$ cat src/rtl/uart_pkg.sv
// Register offsets, STATUS bit positions and FSM state types shared by the mmio_uart blocks.
package uart_pkg;

  localparam logic [2:0] REG_DATA     = 3'd0;
  localparam logic [2:0] REG_STATUS   = 3'd1;
  localparam logic [2:0] REG_TX_FREE  = 3'd2;
  localparam logic [2:0] REG_RX_COUNT = 3'd3;
  localparam logic [2:0] REG_DIVISOR  = 3'd4;
  localparam logic [2:0] REG_CTRL     = 3'd5;

  localparam int ST_TX_FULL   = 0;
  localparam int ST_TX_EMPTY  = 1;
  localparam int ST_RX_FULL   = 2;
  localparam int ST_RX_EMPTY  = 3;
  localparam int ST_OVERRUN   = 4;
  localparam int ST_FRAME_ERR = 5;
  localparam int ST_TX_BUSY   = 6;
  localparam int STATUS_BITS  = 7;

  localparam int MIN_DIV = 2;

  typedef enum logic [1:0] {
    TX_IDLE  = 2'd0,
    TX_START = 2'd1,
    TX_DATA  = 2'd2,
    TX_STOP  = 2'd3
  } tx_state_t;

  typedef enum logic [1:0] {
    RX_IDLE  = 2'd0,
    RX_START = 2'd1,
    RX_DATA  = 2'd2,
    RX_STOP  = 2'd3
  } rx_state_t;

  function automatic int max_int(input int a, input int b);
    return (a > b) ? a : b;
  endfunction

endpackage

$ cat src/rtl/fifo.sv
// Synchronous first-word-fall-through FIFO; a pop in the same cycle lets a push into a full FIFO.
module fifo #(
  parameter int WIDTH      = 8,
  parameter int DEPTH_LOG2 = 4
) (
  input  logic                  clk,
  input  logic                  srst,
  input  logic                  push,
  input  logic [WIDTH-1:0]      wdata,
  input  logic                  pop,
  output logic [WIDTH-1:0]      rdata,
  output logic                  full,
  output logic                  empty,
  output logic [DEPTH_LOG2:0]   count
);

  localparam int DEPTH = 2 ** DEPTH_LOG2;
  localparam logic [DEPTH_LOG2:0] FULL_CNT = {1'b1, {DEPTH_LOG2{1'b0}}};

  logic [WIDTH-1:0]      mem [DEPTH];
  logic [DEPTH_LOG2-1:0] wr_ptr_q, wr_ptr_d;
  logic [DEPTH_LOG2-1:0] rd_ptr_q, rd_ptr_d;
  logic [DEPTH_LOG2:0]   count_q, count_d;
  logic                  do_push, do_pop;

  assign empty   = (count_q == '0);
  assign full    = (count_q == FULL_CNT);
  assign count   = count_q;
  assign rdata   = mem[rd_ptr_q];
  assign do_pop  = pop && !empty;
  assign do_push = push && (!full || do_pop);

  always_comb begin
    wr_ptr_d = do_push ? wr_ptr_q + 1'b1 : wr_ptr_q;
    rd_ptr_d = do_pop  ? rd_ptr_q + 1'b1 : rd_ptr_q;
    count_d  = count_q;
    if (do_push && !do_pop) begin
      count_d = count_q + 1'b1;
    end else if (do_pop && !do_push) begin
      count_d = count_q - 1'b1;
    end
  end

  always_ff @(posedge clk) begin
    if (srst) begin
      wr_ptr_q <= '0;
      rd_ptr_q <= '0;
      count_q  <= '0;
    end else begin
      wr_ptr_q <= wr_ptr_d;
      rd_ptr_q <= rd_ptr_d;
      count_q  <= count_d;
    end
  end

  always_ff @(posedge clk) begin
    if (do_push) begin
      mem[wr_ptr_q] <= wdata;
    end
  end

endmodule

$ cat src/rtl/uart_rx.sv
// 8N1 receiver: two-flop synchroniser, mid-bit sampling FSM, one-cycle byte/frame-error pulses.
module uart_rx #(
  parameter int DIV_W = 16
) (
  input  logic             clk,
  input  logic             srst,
  input  logic             rx_async,
  input  logic [DIV_W-1:0] div,
  output logic [7:0]       rx_data,
  output logic             rx_valid,
  output logic             frame_err
);
  import uart_pkg::*;

  localparam logic [DIV_W-1:0] ONE = DIV_W'(1);

  rx_state_t        state_q, state_d;
  logic             meta_q, sync_q, prev_q;
  logic [DIV_W-1:0] cnt_q, cnt_d;
  logic [2:0]       bit_q, bit_d;
  logic [7:0]       shift_q, shift_d;
  logic             tick, fall;

  assign tick = (cnt_q == '0);
  assign fall = prev_q && !sync_q;

  always_ff @(posedge clk) begin
    if (srst) begin
      meta_q  <= 1'b1;
      sync_q  <= 1'b1;
      prev_q  <= 1'b1;
      state_q <= RX_IDLE;
      cnt_q   <= '0;
      bit_q   <= '0;
      shift_q <= '0;
    end else begin
      meta_q  <= rx_async;
      sync_q  <= meta_q;
      prev_q  <= sync_q;
      state_q <= state_d;
      cnt_q   <= cnt_d;
      bit_q   <= bit_d;
      shift_q <= shift_d;
    end
  end

  always_comb begin
    state_d = state_q;
    cnt_d   = (tick || state_q == RX_IDLE) ? cnt_q : cnt_q - ONE;
    bit_d   = bit_q;
    shift_d = shift_q;
    case (state_q)
      RX_IDLE: begin
        if (fall) begin
          state_d = RX_START;
          cnt_d   = (div >> 1) - ONE;
        end
      end
      RX_START: begin
        // A line that is high again at mid start bit was only a glitch.
        if (tick) begin
          if (sync_q) begin
            state_d = RX_IDLE;
          end else begin
            state_d = RX_DATA;
            cnt_d   = div - ONE;
            bit_d   = '0;
          end
        end
      end
      RX_DATA: begin
        if (tick) begin
          shift_d = {sync_q, shift_q[7:1]};
          cnt_d   = div - ONE;
          if (bit_q == 3'd7) begin
            state_d = RX_STOP;
          end else begin
            bit_d = bit_q + 1'b1;
          end
        end
      end
      RX_STOP: begin
        if (tick) begin
          state_d = RX_IDLE;
        end
      end
      default: state_d = RX_IDLE;
    endcase
  end

  always_comb begin
    rx_data   = shift_q;
    rx_valid  = (state_q == RX_STOP) && tick && sync_q;
    frame_err = (state_q == RX_STOP) && tick && !sync_q;
  end

endmodule

$ cat src/rtl/mmio_uart.sv
// MMIO full-duplex 8N1 UART with TX/RX FIFOs; define UART_LOOPBACK_EN to add the CTRL loopback register.
module mmio_uart #(
  parameter int          DATA_WIDTH    = 8,
  parameter int          TX_DEPTH_LOG2 = 4,
  parameter int          RX_DEPTH_LOG2 = 4,
  parameter int          DIV_RESET     = 434,
  parameter logic [31:0] BASE_ADDR     = 32'hFFFFFFF0
) (
  input  logic                  i_clk,
  input  logic                  i_rst,
  input  logic                  i_mmio_access,
  input  logic [31:0]           i_mmio_addr,
  input  logic                  i_mmio_write,
  input  logic [DATA_WIDTH-1:0] i_mmio_wdata,
  output logic [DATA_WIDTH-1:0] o_mmio_rdata,
  output logic                  o_hit,
  input  logic                  i_rx,
  output logic                  o_tx
);
  import uart_pkg::*;

  localparam int DIV_W = max_int(DATA_WIDTH, 16);
  localparam logic [DIV_W-1:0] ONE         = DIV_W'(1);
  localparam logic [DIV_W-1:0] DIV_MIN_VAL = DIV_W'(MIN_DIV);
  localparam logic [DIV_W-1:0] DIV_RST_VAL = DIV_W'(DIV_RESET);
  localparam logic [TX_DEPTH_LOG2:0] TX_CAP = {1'b1, {TX_DEPTH_LOG2{1'b0}}};
`ifdef UART_LOOPBACK_EN
  localparam logic [31:0] LAST_OFF = 32'(REG_CTRL);
`else
  localparam logic [31:0] LAST_OFF = 32'(REG_DIVISOR);
`endif

  logic [31:0] offset;
  logic [2:0]  sel;
  logic        act, wr_data, rd_data, wr_status, wr_div;

  assign offset    = i_mmio_addr - BASE_ADDR;
  assign o_hit     = (offset <= LAST_OFF);
  assign sel       = offset[2:0];
  assign act       = i_mmio_access && o_hit;
  assign wr_data   = act && i_mmio_write && (sel == REG_DATA);
  assign rd_data   = act && !i_mmio_write && (sel == REG_DATA);
  assign wr_status = act && i_mmio_write && (sel == REG_STATUS);
  assign wr_div    = act && i_mmio_write && (sel == REG_DIVISOR);

  logic [7:0]             tx_head, rx_head, rx_byte;
  logic                   tx_full, tx_empty, rx_full, rx_empty, tx_pop;
  logic                   rx_valid, rx_ferr, rx_in;
  logic [TX_DEPTH_LOG2:0] tx_count;
  logic [RX_DEPTH_LOG2:0] rx_count;

  fifo #(.WIDTH(8), .DEPTH_LOG2(TX_DEPTH_LOG2)) u_tx_fifo (
    .clk   (i_clk),
    .srst  (i_rst),
    .push  (wr_data),
    .wdata (i_mmio_wdata[7:0]),
    .pop   (tx_pop),
    .rdata (tx_head),
    .full  (tx_full),
    .empty (tx_empty),
    .count (tx_count)
  );

  fifo #(.WIDTH(8), .DEPTH_LOG2(RX_DEPTH_LOG2)) u_rx_fifo (
    .clk   (i_clk),
    .srst  (i_rst),
    .push  (rx_valid),
    .wdata (rx_byte),
    .pop   (rd_data),
    .rdata (rx_head),
    .full  (rx_full),
    .empty (rx_empty),
    .count (rx_count)
  );

  logic [DIV_W-1:0] div_q, div_d, div_wval;
  logic             overrun_q, overrun_d, frame_err_q, frame_err_d;
  logic             ovr_evt;
  logic [DATA_WIDTH-1:0] rdata_q, rdata_d;

  uart_rx #(.DIV_W(DIV_W)) u_rx (
    .clk       (i_clk),
    .srst      (i_rst),
    .rx_async  (rx_in),
    .div       (div_q),
    .rx_data   (rx_byte),
    .rx_valid  (rx_valid),
    .frame_err (rx_ferr)
  );

  // TX FSM; the counter reloads only at bit boundaries so divisor writes never cut a bit short.
  tx_state_t        tx_state_q, tx_state_d;
  logic [DIV_W-1:0] tx_cnt_q, tx_cnt_d;
  logic [2:0]       tx_bit_q, tx_bit_d;
  logic [7:0]       tx_shift_q, tx_shift_d;
  logic             tx_q, tx_d, tx_tick, tx_busy;

  assign tx_tick = (tx_cnt_q == '0);
  assign tx_busy = (tx_state_q != TX_IDLE);
  assign o_tx    = tx_q;

  always_ff @(posedge i_clk) begin
    if (i_rst) begin
      tx_state_q <= TX_IDLE;
      tx_cnt_q   <= '0;
      tx_bit_q   <= '0;
      tx_shift_q <= '0;
      tx_q       <= 1'b1;
    end else begin
      tx_state_q <= tx_state_d;
      tx_cnt_q   <= tx_cnt_d;
      tx_bit_q   <= tx_bit_d;
      tx_shift_q <= tx_shift_d;
      tx_q       <= tx_d;
    end
  end

  always_comb begin
    tx_state_d = tx_state_q;
    tx_cnt_d   = tx_tick ? tx_cnt_q : tx_cnt_q - ONE;
    tx_bit_d   = tx_bit_q;
    tx_shift_d = tx_shift_q;
    case (tx_state_q)
      TX_IDLE: begin
        if (!tx_empty) begin
          tx_state_d = TX_START;
          tx_cnt_d   = div_q - ONE;
          tx_shift_d = tx_head;
        end
      end
      TX_START: begin
        if (tx_tick) begin
          tx_state_d = TX_DATA;
          tx_cnt_d   = div_q - ONE;
          tx_bit_d   = '0;
        end
      end
      TX_DATA: begin
        if (tx_tick) begin
          tx_cnt_d   = div_q - ONE;
          tx_shift_d = {1'b0, tx_shift_q[7:1]};
          if (tx_bit_q == 3'd7) begin
            tx_state_d = TX_STOP;
          end else begin
            tx_bit_d = tx_bit_q + 1'b1;
          end
        end
      end
      TX_STOP: begin
        if (tx_tick) begin
          if (!tx_empty) begin
            tx_state_d = TX_START;
            tx_cnt_d   = div_q - ONE;
            tx_shift_d = tx_head;
          end else begin
            tx_state_d = TX_IDLE;
          end
        end
      end
      default: tx_state_d = TX_IDLE;
    endcase
  end

  always_comb begin
    tx_pop = 1'b0;
    tx_d   = tx_q;
    case (tx_state_q)
      TX_IDLE: begin
        tx_d = 1'b1;
        if (!tx_empty) begin
          tx_pop = 1'b1;
          tx_d   = 1'b0;
        end
      end
      TX_START: if (tx_tick) tx_d = tx_shift_q[0];
      TX_DATA:  if (tx_tick) tx_d = (tx_bit_q == 3'd7) ? 1'b1 : tx_shift_q[1];
      TX_STOP: begin
        if (tx_tick) begin
          tx_pop = !tx_empty;
          tx_d   = tx_empty;
        end
      end
      default: tx_d = 1'b1;
    endcase
  end

`ifdef UART_LOOPBACK_EN
  logic loop_q, loop_d;
  assign loop_d = (act && i_mmio_write && sel == REG_CTRL) ? i_mmio_wdata[0] : loop_q;
  assign rx_in  = loop_q ? tx_q : i_rx;
  always_ff @(posedge i_clk) begin
    if (i_rst) loop_q <= 1'b0;
    else       loop_q <= loop_d;
  end
`else
  assign rx_in = i_rx;
`endif

  logic [STATUS_BITS-1:0] status;

  always_comb begin
    status               = '0;
    status[ST_TX_FULL]   = tx_full;
    status[ST_TX_EMPTY]  = tx_empty;
    status[ST_RX_FULL]   = rx_full;
    status[ST_RX_EMPTY]  = rx_empty;
    status[ST_OVERRUN]   = overrun_q;
    status[ST_FRAME_ERR] = frame_err_q;
    status[ST_TX_BUSY]   = tx_busy;
  end

  // A new error event wins over a same-cycle write-1-to-clear.
  always_comb begin
    div_wval    = DIV_W'(i_mmio_wdata);
    div_d       = div_q;
    if (wr_div) div_d = (div_wval < DIV_MIN_VAL) ? DIV_MIN_VAL : div_wval;
    ovr_evt     = rx_valid && rx_full && !rd_data;
    overrun_d   = (overrun_q && !(wr_status && i_mmio_wdata[ST_OVERRUN])) || ovr_evt;
    frame_err_d = (frame_err_q && !(wr_status && i_mmio_wdata[ST_FRAME_ERR])) || rx_ferr;
  end

  always_comb begin
    rdata_d = rdata_q;
    if (i_mmio_access && !i_mmio_write) begin
      rdata_d = '0;
      if (o_hit) begin
        case (sel)
          REG_DATA:     rdata_d = rx_empty ? '0 : DATA_WIDTH'(rx_head);
          REG_STATUS:   rdata_d = DATA_WIDTH'(status);
          REG_TX_FREE:  rdata_d = DATA_WIDTH'(TX_CAP - tx_count);
          REG_RX_COUNT: rdata_d = DATA_WIDTH'(rx_count);
          REG_DIVISOR:  rdata_d = div_q[DATA_WIDTH-1:0];
`ifdef UART_LOOPBACK_EN
          REG_CTRL:     rdata_d = DATA_WIDTH'(loop_q);
`endif
          default:      rdata_d = '0;
        endcase
      end
    end
  end

  assign o_mmio_rdata = rdata_q;

  always_ff @(posedge i_clk) begin
    if (i_rst) begin
      div_q       <= DIV_RST_VAL;
      overrun_q   <= 1'b0;
      frame_err_q <= 1'b0;
      rdata_q     <= '0;
    end else begin
      div_q       <= div_d;
      overrun_q   <= overrun_d;
      frame_err_q <= frame_err_d;
      rdata_q     <= rdata_d;
    end
  end

endmodule
$ cat config.mk
export PLATFORM = sky130hd
export DESIGN_NAME = mmio_uart
export DESIGN_NICKNAME = d
export VERILOG_FILES = /design/src/rtl/uart_pkg.sv /design/src/rtl/fifo.sv /design/src/rtl/uart_rx.sv /design/src/rtl/mmio_uart.sv
export SDC_FILE = /design/constraint.sdc
export NUM_CORES = 1
export LEC_CHECK = 0
export BUFFER_PORTS_ARGS = -buffer_cell sky130_fd_sc_hd__buf_2
export CAP_MARGIN = 15
export CORE_MARGIN = 2
export CORE_UTILIZATION = 45
export CTS_CLUSTER_DIAMETER = 150
export DETAILED_ROUTE_END_ITERATION = 16
export SETUP_SLACK_MARGIN = 0.1
export SLEW_MARGIN = 5
export SYNTH_ARGS = -nofsm -noshare
export SYNTH_HDL_FRONTEND = slang
export SYNTH_SLANG_ARGS = --single-unit
$ cat constraint.sdc
create_clock -name i_clk -period 5.3 [get_ports i_clk]
set_input_delay 0.265 -clock i_clk [delete_from_list [all_inputs] [get_ports i_clk]]
set_output_delay 0.265 -clock i_clk [all_outputs]
set_load 0.01 [all_outputs]
After elaboration in Yosys (flattened, before gate mapping)
Memories as Yosys holds them, arrays and structs flattened. A register that Yosys moved wholly into a read port is not among the register bits.
Cells that the tools add are included.
- flip-flop bits (word level): 114
- memory bits (writable): 256
- input port bits: 45
- logic and storage cells: 197
- memories kept: 2
- add/subtract/negate cells: 16
- $lt $le $gt $ge: 2
- eq/ne operators: 27
- muxes and demuxes: 63
- reductions and logical operators: 65
- memory list (name ; words ; width ; read ports ; clocked after memory_dff ; wr ports ; RTL line ; source):
    u_rx_fifo.mem ; 16 ; 8 ; 1 ; 1 ; 1 ; fifo.sv:20 ; logic [WIDTH-1:0] mem [DEPTH];
    u_tx_fifo.mem ; 16 ; 8 ; 1 ; 1 ; 1 ; fifo.sv:20 ;
- operators with widths (kind ; number):
    16-bit 2-to-1 mux ; 9
    16-bit one-hot mux with 3 select lines ; 2
    8-bit 2-to-1 mux ; 6
    16-bit by 1-bit subtractor with 16-bit output, second input constant ; 3
    8-bit one-hot mux with 5 select lines ; 1
    32-bit by 3-bit <= comparator with 1-bit output, second input constant ; 1
    16-bit zero test ; 2
    32-bit subtractor, second input constant ; 1
    1-bit logical AND ; 26
    8-bit one-hot mux with 3 select lines ; 1
    2-bit 2-to-1 mux ; 11
    3-bit 2-to-1 mux ; 7
    5-bit 2-to-1 mux ; 4
    4-bit by 1-bit adder with 4-bit output, second input constant ; 4
    4-bit 2-to-1 mux ; 4
    2-bit inequality test, second input constant ; 8
    2-bit one-hot mux with 4 select lines ; 2
    15-bit by 1-bit subtractor with 16-bit output, second input constant ; 1
    5-bit AND reduction ; 3
    1-bit zero test ; 13
    1-bit 2-to-1 mux ; 12
    3-bit one-hot mux with 2 select lines ; 2
    5-bit by 1-bit adder with 5-bit output, second input constant ; 2
    5-bit == test, second input constant ; 2
    22 further kinds ; 46

Longest topological paths before layout
Gate-level depths: netlist (run 1).
- depth in word-level cells: 12
- depth in mapped cells: 19

Modules after synthesis
Synthesis (run 1) repeated with hierarchy kept, for this count alone.
- cell total of the unflattened synthesis: 1344
- area total of the unflattened synthesis: 17376.7 um^2
- modules (own cells, without submodules) (module ; instances ; cells each ; area each (um^2) ; sequential area each (um^2)):
    fifo at u_rx_fifo ; 1 ; 312 ; 5785.5 ; 4184.0
    fifo at u_tx_fifo ; 1 ; 311 ; 5771.8 ; 4184.0
    mmio_uart ; 1 ; 444 ; 3574.7 ; 980.9
    uart_rx ; 1 ; 277 ; 2244.7 ; 640.6

Worst setup path before layout (run 1)
Ideal clock, no wire load.
- path kind: register to register
- start point: register tx_cnt_q[0]
- end point: register u_tx_fifo.count_q[4], in the netlist u_tx_fifo.count[4]
- setup time: 0.070 ns
- arrival time: 3.878 ns
- slack: 1.352 ns
- cell stages (with the launch flop): 19
- cells stage by stage: dfxtp_1 -> inv_1 -> ha_1 -> or3b_2 -> nor4_4 -> a31oi_1 -> nor3_4 -> inv_2 -> a21oi_4 -> and2_4 -> buf_6 -> ha_1 -> inv_1 -> ha_1 -> a21o_1 -> a21oi_1 -> xnor2_1 -> or3_1 -> a21oi_1
- cells in the longest elaborated chain, start to end: 9
- elaborated cells on any way between the ends: 12
- RTL lines (item ; RTL line ; source):
    from (decl) ; mmio_uart.sv:93 ; logic [DIV_W-1:0] tx_cnt_q, tx_cnt_d;
    from (signal assigned) ; mmio_uart.sv:111 ; tx_cnt_q <= tx_cnt_d;
    16-bit zero test * ; mmio_uart.sv:98 ; assign tx_tick = (tx_cnt_q == '0);
    1-bit 2-to-1 mux * ; mmio_uart.sv:178 ; if (tx_tick) begin
    1-bit one-hot mux with 2 select lines * ; mmio_uart.sv:167 ; case (tx_state_q)
    1-bit logical AND * ; fifo.sv:30 ; assign do_pop = pop && !empty;
    1-bit logical OR * ; fifo.sv:31 ; assign do_push = push && (!full || do_pop);
    1-bit logical AND * ; fifo.sv:31 ;
    named net u_tx_fifo.do_push ; fifo.sv:24 ; logic do_push, do_pop;
    1-bit zero test ; fifo.sv:39 ; end else if (do_pop && !do_push) begin
    1-bit logical AND ; fifo.sv:39 ;
    2-bit nonzero test (no source line) ; n/a ;
    to (signal assigned) ; fifo.sv:52 ; count_q <= count_d;
    to (decl) ; fifo.sv:23 ; logic [DEPTH_LOG2:0] count_q, count_d;
Mark *: on every way through the listed nets, which the timed path passes. The rest lies on a longest branch.
A chain may end at the register's enable or synchronous reset.

Worst setup path after layout (run 1)
- start point: register tx_cnt_q[0]
- end point: register u_tx_fifo.count_q[4], in the netlist u_tx_fifo.count[4]
- cells in the longest elaborated chain, start to end: 9
- elaborated cells on any way between the ends: 12
- RTL lines (item ; RTL line):
    16-bit zero test * ; mmio_uart.sv:98
    1-bit 2-to-1 mux * ; mmio_uart.sv:178
    1-bit one-hot mux with 2 select lines * ; mmio_uart.sv:167
    1-bit logical AND * ; fifo.sv:30
    1-bit logical OR ; fifo.sv:31
    1-bit logical AND ; fifo.sv:31
    1-bit zero test ; fifo.sv:39
    1-bit logical AND ; fifo.sv:39
    2-bit nonzero test (no source line) ; n/a
Mark *: on every way between the ends. The rest lies on a longest branch, timed or not.

==> results.md, run 1 <==
- Outcome: finished clean
- Die Ht: 198.7 µm
- Die ar.: 0.03947 mm²
- Netlist cell types: 80
- Largest net degree at the start of global routing: 58
- Unrepaired setup endpoints after global routing: no
- Clock latency on the worst-skew pair: 0.56 ns
- Seq/Total Area, Yosys: 58.58%
- Min-delay src: i_rst
- Pleak: 6.551 nW
- Cell mode on critical path: ha_1
- Final setup violation count: 0
- Cells after DPL: 1831
- Total Wirelength: 39130 µm
- Reg-to-Reg End: u_tx_fifo.count[4]
- Setup TNS: 0 ns
- Required @ worst endpoint: 5.78 ns
- Worst Hold Path Cells: 2
- Final Max Slew Viols: 0
- Core footprint: 0.03749 mm²
- I/O Buffers: 54
- Synth Flop Type: edfxtp_1
- Syn Nets: 1411
- Fillers: 3237
- Ys Warns: 0
- Slew headroom: 29.98%
- Post-synth EDFFs: 256
- FF-to-FF path depth: 17
- Detailed Route Iter0 Violations: 982
- First-pass GRT wire length: 60730 µm
- Register area: 0.009993 mm²
- CP max stage cell: or3b_2
- Total track usage: 20.18%
- Ys async rst share: 0%
- DR DRC count: 0
- Setup CP Type: register to register
- Worst-path maximum fanout: 17
- CP max stage delay: 0.51 ns
- CTS tree: built
- CTS max path bufs: 3
- Final net count: 1452
- WL/cell: 20.55 µm
- Share of layout cells above drive strength 1: 15.87%
- Worst reg-to-reg setup slack: 0.93 ns
- Area grow syn2layout: 11.92%
- Antenna violations before repair: 0
- Clk sinks: 371
- Worst-path clk slew: 0.06 ns
- GPL Wtd Cong: 0.8069
- Inserted Clock Buffers: 41
- CP Launch Type: register
- Critical R2R Launch: tx_cnt_q[0]
- ANT cells: 0
- Worst-Margin Slew: 1.046 ns
- Crit-path leading delay family: simple AND/OR/NAND/NOR gates
- Vias in the first global route: 10630
- Fin. Hold Viols: 0
- CTS root buf: clkbuf_16
- Max-cap viol count: 0
- Dpl cell area: 0.01777 mm²
- H-tree level count: 2
- Area used by multi-input combinational logic: 0.006676 mm²
- Worst path bufs/invs: 3
- Final instance area: 0.01908 mm²
- Starting Density: 45.49%
- Peak supply drop: 0.2391 mV
- Fmax: 0.2286 GHz
- Mapped Area: 0.01705 mm²
- Post-synthesis register bit count: 371
- Top Ports: 55
- Crit end category: register
- Hold crit path type: primary input to register
- Via count: 10970
- Routed vias/inst: 5.762
- Die Wd: 198.7 µm
- Final min period: 4.374 ns
- Clock Skew: 0.02348 ns
- Final Total Pwr: 8.185 mW
- Routed Antenna Nets: 0
- WHS Endpoint: u_rx.cnt_q[5]
- Post-route insts no fill: 1904
- CTS resizes: 0
- First drt pass iteration count: 7
- FP Rows: 71
- Critical Path AT: 4.86 ns
- Grt ovf: 0
- CP Cell Sequence: inv_1 > ha_1 > or3b_2 > nor4_4 > a31oi_1 > nor3_4 > inv_2 > a21oi_4 > and2_4 > ha_1 > inv_1 > ha_1 > a21o_1 > a21oi_1 > xnor2_1 > or3_1 > a21oi_1
- Gate count of the mapped netlist: 1323
- Post-CTS Setup Inserts: 0
- Period utilisation layout: 82.52%
- Mean Syn Cell Area: 12.89 µm²
- Final HPWL DP: 25570 µm
- PD cells: 428.9 mW/mm²
[cell families (layout without fill, tap and decap cells)]
group	count (synthesis)	count (layout)	share of synthesized area, %
buffers and inverters	100	170	2.267
XOR/XNOR	45	45	2.311
AND/OR/NAND/NOR	426	426	12.88
AO/OA/AOI/OAI	235	235	8.790
multiplexers	103	103	11.92
flip-flops	371	371	58.58
adder cells (fa/ha/maj)	43	43	3.243
[per-stage QoR]
step,hold WS (ns),utilization (%),worst slack (ns)
finish,0.1266,50.91,0.9265
global route,0.1259,50.91,0.6185
CTS,0.1047,50.91,0.9423
detailed placement,0.4139,47.40,0.8329
global placement,0.4148,47.40,1.042
floorplan,0.3639,-,1.352
[state kept, by name (all words and copies together), names as in the netlist, 5 cells and up, named ones only]
| register | count |
|---|---|
| u_tx_fifo.count | 5 |
| u_tx_fifo.mem | 128 |
| tx_cnt_q | 16 |
| u_rx.cnt_q | 16 |
| tx_shift_q | 8 |
| u_rx_fifo.count | 5 |
| o_mmio_rdata | 8 |
| div_q | 9 |
| u_rx.rx_data | 8 |
| u_rx_fifo.mem | 128 |
[worst reg2reg max path, cell delays in order, from the launching register on]
cell and delay [ns]:
dfxtp_1 0.34, inv_1 0.10, ha_1 0.20, or3b_2 0.51, nor4_4 0.47, a31oi_1 0.21, nor3_4 0.26, inv_2 0.10
a21oi_4 0.27, and2_4 0.27, ha_1 0.24, inv_1 0.10, ha_1 0.32, a21o_1 0.20, a21oi_1 0.17, xnor2_1 0.09
or3_1 0.30, a21oi_1 0.14
[power breakdown]
part	switching, mW	internal (mW)	leakage [nW]
sequential	0.197	3.22	3.27
clock	1.16	1.60	0.618
combinational	1.18	0.831	2.66
[worst max path at each step]
stage / startpoint / endpoint / slack (ns) / depth (start not counted)
after detailed placement: i_mmio_addr[13] / u_rx_fifo.count[4] / 0.83 / 15
after global placement: i_mmio_addr[13] / u_rx_fifo.count[4] / 1.04 / 15
after global routing: tx_cnt_q[0] / u_tx_fifo.count[4] / 0.62 / 17
after CTS: tx_cnt_q[0] / u_tx_fifo.count[4] / 0.94 / 17
final: tx_cnt_q[0] / u_tx_fifo.count[4] / 0.93 / 17
after floorplan: tx_cnt_q[0] / u_tx_fifo.count[4] / 1.35 / 18
[routing by layer]
| layer | track usage, % | routed length (µm) |
|---|---|---|
| met1 | 28.09 | 17920 |
| met2 | 32.26 | 18460 |
| met3 | 3.035 | 1659 |
| met4 | 7.435 | 1089 |
| met5 | 0 | 0 |
[cell usage in the layout, fill, tap and decap left out, drive strengths merged, types with 11 or more instances in the layout]
master  instances
nand2          88
nor2          115
clkbuf         54
a21oi          90
mux2i          22
edfxtp        256
o22ai          13
and3           41
nand2b         11
or3            13
nand3          26
clkinv         11
xor2           20
a22oi          18
buf            61
nor3           30
mux4           80
o21ai          39
inv            37
dfxtp         115
or2            11
nor2b          11
ha             41
nor4           15
xnor2          25
nand4          20
and2           11
[synth_stat cells (6+ instances only)]
master	instances	area share, %
nand2_1	88	1.9
xor2_1	20	1.0
inv_1	35	0.77
and3_1	41	1.5
nor3b_1	6	0.26
clkbuf_1	50	1.1
and2_1	10	0.37
buf_1	10	0.22
nand2b_1	11	0.40
nand3b_1	6	0.26
nand4_1	19	0.70
a21oi_1	88	2.6
nor2b_1	11	0.40
nand3_1	26	0.76
ha_1	41	3.0
a211oi_1	6	0.26
or4_1	8	0.35
a21o_1	8	0.35
o21ai_0	28	0.82
a31oi_1	9	0.33
mux4_2	80	11
nor3_1	29	0.85
edfxtp_1	256	45
nor2_1	115	2.5
a22oi_1	18	0.79
o22ai_1	13	0.48
or2_2	7	0.26
o21ai_1	11	0.32
nor4_1	13	0.48
or3_1	13	0.48
mux2i_1	22	1.3
xnor2_1	25	1.3
dfxtp_1	115	14
[final cells by class]
cell class / instances / share of cell area (%)
Clock inverter: 18 / 0.9375
Inverter: 36 / 0.7081
Clock buffer: 54 / 5.900
Timing Repair Buffer: 62 / 1.757
Multi-Input combinational cell: 852 / 34.98
Sequential cell: 371 / 52.36
Tap cell: 511 / 3.350
[repair_timing]
item | in CTS | in global routing
hold buffers | 1 | 0
endpoints found under the hold margin | 1 | 0
endpoints found under the setup margin | 0 | 0
Power figures use the tool's default switching activity.
==> run 2, diff against run 1 <==
==> constraint.sdc (replaced) <==
create_clock -name i_clk -period 4 [get_ports i_clk]
set_input_delay 0.2 -clock i_clk [delete_from_list [all_inputs] [get_ports i_clk]]
set_output_delay 0.2 -clock i_clk [all_outputs]
set_load 0.01 [all_outputs]
==> results.md, run 2 (same netlist as run 1, synthesis figures left out) <==
- Pleak: 6.688 nW (+2.1%)
- Antenna violations before repair: 0 (unchanged)
- Area used by multi-input combinational logic: 0.006709 mm² (+0.49%)
- Total Wirelength: 38980 µm (-0.38%)
- GR Layer Usage met3: 3.442% (+0.41 points)
- Reg-to-Reg End: u_tx_fifo.count[4]
- Top flop regs: u_rx_fifo.mem: 128 flops, u_tx_fifo.mem: 128 flops
- Most used routing layer: met2
- Die Wd: 198.7 µm (unchanged)
- Most frequent cells in the layout: edfxtp_1, nor2_1, dfxtp_1, nand2_1, a21oi_1
- H-tree level count: 2 (unchanged)
- CP Launch Type: register
- Post-route insts no fill: 1924 (+1.1%)
- Period utilisation layout: 91.80% (+9.3 points)
- Clock latency on the worst-skew pair: 0.57 ns (about the same)
- FP Rows: 71 (unchanged)
- Clock Skew: 0.03615 ns (+0.01267 ns)
- Grt ovf: 0 (unchanged)
- Via count: 10990 (+0.21%)
- Die ar.: 0.03947 mm² (unchanged)
- GPL Wtd Cong: 0.8634 (+7.0%)
- Outcome: finished clean
- Final setup violation count: 0 (unchanged)
- WL/cell: 20.26 µm (-1.4%)
- ANT cells: 0 (unchanged)
- Top Ports: 55 (unchanged)
- Hold crit path type: primary input to register
- Critical R2R Launch: tx_cnt_q[0]
- Largest net degree at the start of global routing: 52 (-10%)
- Unrepaired setup endpoints after global routing: no
- GRT met1 Usage: 27.75% (-0.34 points)
- PD cells: 575.9 mW/mm² (+34%)
- Setup TNS: 0 ns (unchanged)
- Max-cap viol count: 0 (unchanged)
- Fillers: 3228 (-0.28%)
- Worst Hold Path Cells: 1 (-1)
- Min-delay src: i_mmio_wdata[7]
- Fin. Hold Viols: 0 (unchanged)
- Fmax: 0.2723 GHz (+19%)
- Area grow syn2layout: 13.32%
- Cells after DPL: 1846 (+0.82%)
- Setup CP Type: register to register
- Crit end category: register
- Final HPWL DP: 26070 µm (+2.0%)
- CTS root buf: clkbuf_16
- Total track usage: 20.11% (-0.067 points)
- M2 GR Usage: 32.79% (+0.53 points)
- Worst-Margin Slew: 0.9724 ns (-0.07386 ns)
- First-pass GRT wire length: 60750 µm (about the same)
- Core footprint: 0.03749 mm² (unchanged)
- Critical Path AT: 4.17 ns (-0.69 ns)
- Inserted Clock Buffers: 41 (unchanged)
- Starting Density: 45.49% (unchanged)
- Routed Antenna Nets: 0 (unchanged)
- Worst-path maximum fanout: 17 (unchanged)
- Peak supply drop: 0.3473 mV (+45%)
- Slew headroom: 34.74% (+4.8 points)
- Die Ht: 198.7 µm (unchanged)
- Vias in the first global route: 10740 (+1.0%)
- CTS tree: built
- Register area: 0.009992 mm² (about the same)
- First drt pass iteration count: 5 (-2)
- Final min period: 3.672 ns (-0.7014 ns)
- Clk sinks: 371 (unchanged)
- Detailed Route Iter0 Violations: 806 (-18%)
- Worst-path clk slew: 0.06 ns (about the same)
- Final net count: 1471 (+1.3%)
- Routed vias/inst: 5.714 (-0.83%)
- Worst reg-to-reg setup slack: 0.33 ns (-0.60 ns)
- Final Max Slew Viols: 0 (unchanged)
- CTS max path bufs: 3 (unchanged)
- Commonest non-fill, non-tap cell in the layout: edfxtp_1
- DR DRC count: 0 (unchanged)
- WHS Endpoint: u_tx_fifo.mem[3][7]
- I/O Buffers: 54 (unchanged)
- FF-to-FF path depth: 17 (unchanged)
- Required @ worst endpoint: 4.49 ns (-1.29 ns)
- Final Core Density: 51.55% (+0.64 points)
- Share of layout cells above drive strength 1: 17.69% (+1.8 points)
[run 2: cell types whose count changed in the layout (fill, tap and decap cells not counted), moves of 2 or more]
| cell | previous run | this run |
|---|---|---|
| buf_4 | 8 | 26 |
| bufinv_16 | 2 | 5 |
| clkbuf_1 | 9 | 6 |
| clkinv_1 | 7 | 5 |
| clkinv_2 | 0 | 4 |
| clkinv_4 | 3 | 1 |
| clkinv_8 | 0 | 2 |
| ha_1 | 41 | 38 |
| ha_2 | 0 | 2 |
[run 2: report_power, final]
group | internal (mW) | leakage, nW | switching [mW]
combinational | 1.19 | 2.76 | 1.63
clock | 2.29 | 0.658 | 1.54
sequential | 4.26 | 3.27 | 0.221
total | 7.74 | 6.69 | 3.39
[run 2: stage by stage]
stage               instance area (µm²)  hold slack, ns  power [mW]  worst slack [ns]
floorplan                         17080          0.2989       6.621            0.1486
global placement                  17910          0.4002       7.251            0.3156
detailed placement                17910          0.3952       7.295            0.1951
CTS                               19290         0.04099       11.15            0.2288
global route                      19320         0.04217       11.73            0.1004
finish                            19320         0.06612       11.13            0.3279
[run 2: timing repair]
action	CTS	global route
setup buffers	0	3
hold buffers	1	0
setup endpoints to repair	0	3
endpoints found under the hold margin	1	0
resized for setup	0	1
[run 2: worst max-delay path, cell delays in order (launching register included)]
cell     delay, ns
dfxtp_1       0.34
inv_1         0.10
ha_2          0.20
or3b_4        0.40
nor4_4        0.31
a31oi_2       0.17
nor3_4        0.21
inv_2         0.09
a21oi_4       0.13
and2_4        0.23
ha_2          0.23
inv_1         0.10
ha_4          0.23
a21o_1        0.17
a21oi_1       0.17
xnor2_1       0.09
or3_1         0.30
a21oi_1       0.13
[run 2: final cells by class]
cell class                      count  area share (%)
Clock buffer                       51           5.711
Multi-Input combinational cell    852           34.72
Tap cell                          511           3.309
Sequential cell                   371           51.71
Clock inverter                     22           1.392
Inverter                           36          0.6993
Timing Repair Buffer               81           2.461
[run 2: worst max path at each step]
stage,start,cells past startpoint,slack (ns),endpoint
finish,tx_cnt_q[0],17,0.33,u_tx_fifo.count[4]
global placement,tx_cnt_q[0],17,0.32,u_tx_fifo.count[4]
floorplan,tx_cnt_q[0],18,0.15,u_tx_fifo.count[4]
CTS,tx_cnt_q[0],17,0.23,u_tx_fifo.count[4]
global route,tx_cnt_q[0],18,0.10,u_tx_fifo.count[3]
detailed placement,i_mmio_addr[13],15,0.20,u_rx_fifo.count[4]
[run 2: metal layers]
metal	up-vias	wire (µm)
met4	0	800
met5	-	0
met1	5468	17660
met3	53	1864
li1	5192	-
met2	280	18660
